==> src/rtl/pipe_stage_reg.sv <==
// -----------------------------------------------------------------------------
// PipeStageReg: two-entry elastic pipeline register (main + skid).
//
// Sits between an upstream producer and a downstream consumer using a
// valid/ready handshake. Every output (in_ready, out_valid, out_data) comes
// straight from flops, so neither side sees a combinational path through the
// stage. The skid entry absorbs the one beat that upstream can still push in
// the cycle when downstream first stalls.
//
// Ports
//   clk        in   1          single rising-edge clock
//   reset      in   1          asynchronous active-high reset
//   flush      in   1          synchronous kill of all held entries
//   in_valid   in   1          upstream offers in_data
//   in_data    in   WIDTH      upstream payload
//   in_ready   out  1          stage can accept this cycle (registered)
//   out_valid  out  1          out_data holds a live entry (registered)
//   out_data   out  WIDTH      downstream payload (registered)
//   out_ready  in   1          downstream accepts this cycle
//   cnt_clr    in   1          synchronous clear of stall_cnt
//   stall_cnt  out  CNT_WIDTH  saturating count of back-pressured cycles
//
// Parameters
//   WIDTH        payload width, 1..256
//   CNT_WIDTH    stall counter width, 1..32
//   RESET_VALUE  value loaded into both payload registers at reset
// -----------------------------------------------------------------------------
module pipe_stage_reg #(
  parameter int unsigned           WIDTH       = 32,
  parameter int unsigned           CNT_WIDTH   = 16,
  parameter logic [WIDTH-1:0]      RESET_VALUE = '0
) (
  input  logic                 clk,
  input  logic                 reset,
  input  logic                 flush,
  input  logic                 in_valid,
  input  logic [WIDTH-1:0]     in_data,
  output logic                 in_ready,
  output logic                 out_valid,
  output logic [WIDTH-1:0]     out_data,
  input  logic                 out_ready,
  input  logic                 cnt_clr,
  output logic [CNT_WIDTH-1:0] stall_cnt
);

  // Occupancy of the stage: nothing held, main only, or main plus skid.
  typedef enum logic [1:0] {
    EMPTY = 2'd0,
    BUSY  = 2'd1,
    FULL  = 2'd2
  } state_e;

  localparam logic [CNT_WIDTH-1:0] CNT_MAX = {CNT_WIDTH{1'b1}};

  state_e               state_q, state_d;
  logic [WIDTH-1:0]     main_q, main_d;
  logic [WIDTH-1:0]     skid_q, skid_d;
  logic [CNT_WIDTH-1:0] stall_q, stall_d;

  logic accept;
  logic fire;
  logic stalled;

  // Handshakes are masked by flush so that a flushed cycle neither consumes
  // the upstream beat nor retires the downstream one.
  always_comb begin
    accept  = in_valid & in_ready & ~flush;
    fire    = out_valid & out_ready & ~flush;
    stalled = out_valid & ~out_ready & ~flush;
  end

  // State register. Reset empties the stage and restores the payload
  // registers and the stall counter to their idle values.
  always_ff @(posedge clk or posedge reset) begin
    if (reset) begin
      state_q <= EMPTY;
      main_q  <= RESET_VALUE;
      skid_q  <= RESET_VALUE;
      stall_q <= '0;
    end else begin
      state_q <= state_d;
      main_q  <= main_d;
      skid_q  <= skid_d;
      stall_q <= stall_d;
    end
  end

  // Next-state logic. Flush overrides every handshake and always lands in
  // EMPTY; FULL never sees an accept because in_ready is low there.
  always_comb begin
    state_d = state_q;
    unique case (state_q)
      EMPTY: begin
        if (accept) state_d = BUSY;
      end
      BUSY: begin
        if (accept && !fire)      state_d = FULL;
        else if (!accept && fire) state_d = EMPTY;
      end
      FULL: begin
        if (fire) state_d = BUSY;
      end
      default: state_d = EMPTY;
    endcase
    if (flush) state_d = EMPTY;
  end

  // Payload next-state. Main only takes new data when it is (or is about to
  // become) the head of the queue; skid only catches the beat that arrives
  // while main is stalled. Flush masks accept/fire, so it loads nothing and
  // out_data keeps whatever it last showed.
  always_comb begin
    main_d = main_q;
    skid_d = skid_q;
    unique case (state_q)
      EMPTY: begin
        if (accept) main_d = in_data;
      end
      BUSY: begin
        if (accept && fire)       main_d = in_data;
        else if (accept && !fire) skid_d = in_data;
      end
      FULL: begin
        if (fire) main_d = skid_q;
      end
      default: begin
        main_d = main_q;
        skid_d = skid_q;
      end
    endcase
  end

  // Stall counter: counts cycles where the head entry is offered but refused.
  // It saturates rather than wraps, and a clear wins over a same-cycle count.
  always_comb begin
    stall_d = stall_q;
    if (cnt_clr)                          stall_d = '0;
    else if (stalled && stall_q != CNT_MAX) stall_d = stall_q + CNT_WIDTH'(1);
  end

  // Output decode. These depend only on flops, so the handshake outputs carry
  // no combinational path from the inputs.
  always_comb begin
    in_ready  = (state_q != FULL);
    out_valid = (state_q != EMPTY);
    out_data  = main_q;
    stall_cnt = stall_q;
  end

endmodule

==> config.mk <==
export PLATFORM = sky130hd
export DESIGN_NAME = pipe_stage_reg
export DESIGN_NICKNAME = d
export VERILOG_FILES = /design/src/rtl/pipe_stage_reg.sv
export SDC_FILE = /design/constraint.sdc
export NUM_CORES = 1
export LEC_CHECK = 0
export ABC_AREA = 0
export CAP_MARGIN = 20
export CORE_AREA = 2 2 85 87
export DETAILED_ROUTE_END_ITERATION = 6
export DIE_AREA = 0 0 87 89
export DONT_BUFFER_PORTS = 1
export PLACE_DENSITY = 0.81
export SETUP_SLACK_MARGIN = 0.2
export SYNTH_ARGS = -nofsm -noshare
export SYNTH_HDL_FRONTEND = slang
export SYNTH_SLANG_ARGS = --single-unit
==> constraint.sdc <==
create_clock -name clk -period 2.3 [get_ports clk]
set_input_delay 0.23 -clock clk [delete_from_list [all_inputs] [get_ports clk]]
set_output_delay 0.23 -clock clk [all_outputs]
set_load 0.02 [all_outputs]
## Word level (Yosys, flattened, before mapping)

Cells that the tools add are included.

- Multiplexer cells: 12
- Equality and inequality tests: 10
- $add $sub $neg: 1
- Bitwise operators: 9
- Reductions and logical operators: 13

Operators with widths:

| operator | count |
|---|---|
| two-way mux 32 bit | 3 |
| one-hot mux 32 bit (3 select lines) | 1 |
| two-way mux 16 bit | 2 |
| adder 16 x 1 -> 16 bit (second input constant) | 1 |
| != test 16 bit (second input constant) | 1 |
| two-way mux 2 bit | 5 |
| != test 2 bit (second input constant) | 4 |
| AND 1 bit | 6 |
| != test 3 bit (second input constant) | 2 |
| one-hot mux 2 bit (3 select lines) | 1 |
| AND reduction 3 bit | 2 |
| logical AND 1 bit | 4 |
| != test 4 bit (second input constant) | 1 |
| AND reduction 4 bit | 1 |
| nonzero test 2 bit | 2 |
| NOT 1 bit | 3 |
| nonzero test 3 bit | 1 |
| == test 2 x 1 -> 1 bit (second input constant) | 1 |
| == test 2 bit (second input constant) | 1 |
| zero test 1 bit | 2 |
| zero test 2 bit | 1 |

- Output and inout port bits: 50
- Register bits: 82
- Word-level logic and storage cells: 49
- Input bits: 38

## Longest topological paths before layout

- Depth after elaboration: 9
- Depth in mapped cells: 6
- Gate-level depth less buffers: 5

## Worst setup path before layout

Ideal clock, no wire load.

- Kind: register -> register
- Start: reg stall_q[0], in the netlist stall_cnt[0]
- End: reg stall_q[2], in the netlist stall_cnt[2]
- Data required time: 2.164 ns
- Setup time: 0.136 ns
- Arrival time: 1.858 ns
- Slack: 0.305 ns
- Clock period less this slack: 1.995 ns
- Path buffers: 1
- Cell stages (with the launch flop): 7
- Path through: dfrtp_1 > ha_1 > nand4_1 > nor4_1 > clkbuf_1 > or3_1 > a21oi_1

- Word-level cells in the longest chain between the ends: 3
- Elaborated cells between the ends (all ways): 6
- Those cells by class: add/sub: 1; eq/ne: 1; mux: 2; reduce/logical: 2

RTL lines:

| item | RTL line | RTL |
|---|---|---|
| start, declared | 58 | `logic [CNT_WIDTH-1:0] stall_q, stall_d;` |
| start signal, assigned | 84 | `stall_q <= stall_d;` |
| adder 16 x 1 -> 16 bit / != test 16 bit (equally long branches) | 138 | `else if (stalled && stall_q != CNT_MAX) stall_d = stall_q + CNT_WIDTH'(1);` |
| two-way mux 16 bit / logical AND 1 bit (equally long branches) | 138 |  |
| two-way mux 16 bit / nonzero test 2 bit (equally long branches) | -- |  |

Parallel ways exist; a longest one is shown, timed or not. The select of a mux whose other input is x is not followed.
A chain may end at the register's enable or synchronous reset.

## Worst setup path in the final report

- Start: reg stall_q[6], in the netlist stall_cnt[6]
- End: reg stall_q[11], in the netlist stall_cnt[11]

Same word-level chain as after synthesis.

==> out/qor.csv <==
metric;value;unit
antenna violations before repair;0;
Seq/Total Area, Yosys;54.2;%
syn_area_per_cell;12.9;sq um
pwr/cell area;836;mW/mm^2
Int Pwr;2.50;mW
Comb pwr share;11.9;%
worst slew pin tran;837;ps
final layout net count;344;
Worst R2R Start;stall_cnt[6];
Synth cell types;35;
number of buffers created by CTS;9;
worst-skew pair later-pin latency;350;ps
Synth top cells by count;mux2_2, dfrtp_1, a21oi_1, clkbuf_1, nor2_1;
Setup Fix Bufs, Post-CTS;0;
Max-Cap Viols;0;
global route total overflow;0;
Syn Inst Count;293;
status;completed;
Clk pwr share;30.0;%
FF-to-FF End;stall_cnt[11];
share of the synthesized area in the top cell type;54.2;%
num rows;30;
CP startpoint kind;register;
routed vias/inst;6.08;
Slew Limit Fails;0;
Final setup viols;0;
maximum number of pins on one net before global-route repair;83;
CP arrival;2260;ps
top_reg_cell synth;dfrtp_1;
Final GP Congestion;0.834;
leak pwr;1.73;nW
DRC Markers;0;
GRT Total Usage;19.5;%
final wirelength;7110;microns
Pre-antenna DRT Iters;4;
RSZ-0062 raised after global routing;false;
Area Growth Syn to Fin;10.8;%
Max Freq;503;MHz
final critical-path required period;1990;ps
Worst slew margin;44.2;%
initial core utilization;56.4;%
layout cells sized above 1;43.2;%
cell with the most instances after synthesis;mux2_2;
HP Start;in_data[28];
Tcrit/Tclk final;86.5;%
crit-path max FO;7;
Clk Tree Root Cell;clkbuf_8;
Net Sw Frac;28.6;%
Via Count;2373;
R2R depth;4;
Ports;88;
Die H;89;microns
Inserted Diodes;0;
Post-synth EDFFs;0;
fill cell count;520;
syn_nets;332;
Post-Synthesis Cell Area;0.00379;sq mm
Max Root-Sink Buffers;2;
CP Class;reg2reg;
hold depth;1;
Final ANT Viol Nets;0;
first-pass GRT wire length;11600;microns
CTS tree;yes;
top post-synthesis cells by area;dfrtp_1, mux2_2, a21oi_1;
die width;87;microns
Data required, critical path;2570;ps
Seq pwr share;58.1;%
post-synthesis async set-or-reset flop share;100;%
port buffer count;0;
Fin. Hold Viols;0;
Fin Setup TNS;0;ps
post-synth top area cell;dfrtp_1;
Finished Core Util;62.5;%
initial drt markers;121;
vias in the first global route;2471;
#FFs+latches synth;82;
CP endpoint kind;register;
HPWL after DPL;4720;microns
HP Class;in2reg;
Hold Path End;skid_q[28];
CORE AREA;0.00672;sq mm
# clock sinks;82;
WL/cell;18.2;microns
CTS H-Tree Depth;3;
die area;0.00774;sq mm
Setup Skew;8.66;ps
clock slew at reported path FFs;90;ps
R2R Setup Slk;310;ps
Switch Pwr;1.00;mW
worst vdd ir;0.000520;V
Yosys warning count;0;
==> power groups by stage <==
stage	logic [mW]	clock network, mW	registers [mW]
2_1_floorplan	0.360	0	2.01
3_3_place_gp	0.395	0	2.05
3_5_place_dp	0.416	0	2.07
4_1_cts	0.428	1.08	2.04
5_1_grt	0.461	1.14	2.08
6_report	0.417	1.05	2.04
==> per-stage QoR <==
stage	instance area (sq um)	setup slack, ps	power (mW)	hold slack [ps]	std cells
floorplan	3790	305	2.37	296	293
global placement	3940	392	2.44	260	369
detailed placement	3940	342	2.49	266	369
CTS	4190	312	3.55	5.44	390
global route	4200	206	3.68	2.57	390
finish	4200	310	3.51	22.2	390
==> flip-flops by register name (all words and copies together), names as in the netlist <==
name / count
state_q: 2
out_data: 32
stall_cnt: 16
skid_q: 32
==> cell families after synthesis <==
family / synth area share, %
simple gates: 9.35
flops: 54.2
compound gates: 4.79
mux: 29.4
buf+inv: 1.95
fa+ha+maj: 0.330
==> cells in the final DEF, fill, tap and decap left out, types with 2 or more instances in the layout <==
| cell type | Yosys | layout |
|---|---|---|
| nand2_1 | 7 | 6 |
| dfrtp_1 | 82 | 80 |
| nor3_1 | 5 | 5 |
| mux2_1 | 2 | 2 |
| nor4_1 | 4 | 4 |
| mux2_2 | 96 | 96 |
| o21ai_0 | 5 | 5 |
| clkinvlp_4 | 0 | 3 |
| clkinv_4 | 0 | 2 |
| buf_4 | 0 | 9 |
| a21oi_1 | 16 | 15 |
| nand3_1 | 6 | 6 |
| nor2_1 | 8 | 8 |
| and4_1 | 2 | 2 |
| nand3b_1 | 2 | 2 |
| clkbuf_8 | 0 | 9 |
| nand2b_1 | 2 | 2 |
| dfrtp_2 | 0 | 2 |
| a31oi_1 | 2 | 2 |
| or3_1 | 4 | 4 |
| inv_1 | 5 | 4 |
| or4_1 | 5 | 4 |
| dlygate4sd3_1 | 0 | 5 |
| and3_1 | 2 | 2 |
| o31ai_1 | 4 | 4 |
| nand4_1 | 4 | 4 |
| or2_2 | 3 | 3 |
| nor2b_1 | 3 | 3 |
==> critical path: stages, from the launching register on <==
cell and delay, ps:
dfrtp_1 530, nand4_1 290, or2_2 410, or4_1 510
a21oi_1 160
==> worst max path at each step <==
stage                 start            end  slack, ps  cells past startpoint
2_1_floorplan  stall_cnt[0]   stall_cnt[2]        310                      6
3_3_place_gp   stall_cnt[3]  stall_cnt[11]        390                      4
3_5_place_dp   stall_cnt[3]  stall_cnt[11]        340                      4
4_1_cts        stall_cnt[3]  stall_cnt[11]        310                      4
5_1_grt        stall_cnt[6]  stall_cnt[11]        210                      4
6_report       stall_cnt[6]  stall_cnt[11]        310                      4
==> area by class of cell <==
class                      instances  area, sq um  area share, %
clock buffer                       9          124           2.95
sequential                        82         2050           49.0
timing repair buffer              15          138           3.28
inverter                           5         22.5          0.537
multi-input combinational        192         1680           40.0
clock inverter                     7         78.8           1.88
tap                               80          100           2.39
==> repair_timing <==
item                                   CTS  global route
endpoints found under the hold margin   97             0
hold buffers                             5             0
gates resized for setup                  0             3
setup endpoints to repair                0             3
==> per-layer routing <==
layer  global-route usage [%]  share of wire, %
met1                     22.4                40
met2                     33.0                51
met3                     7.02               7.6
met4                     8.52               1.8
met5                        0                 0
(Power assumes the default switching activity.)
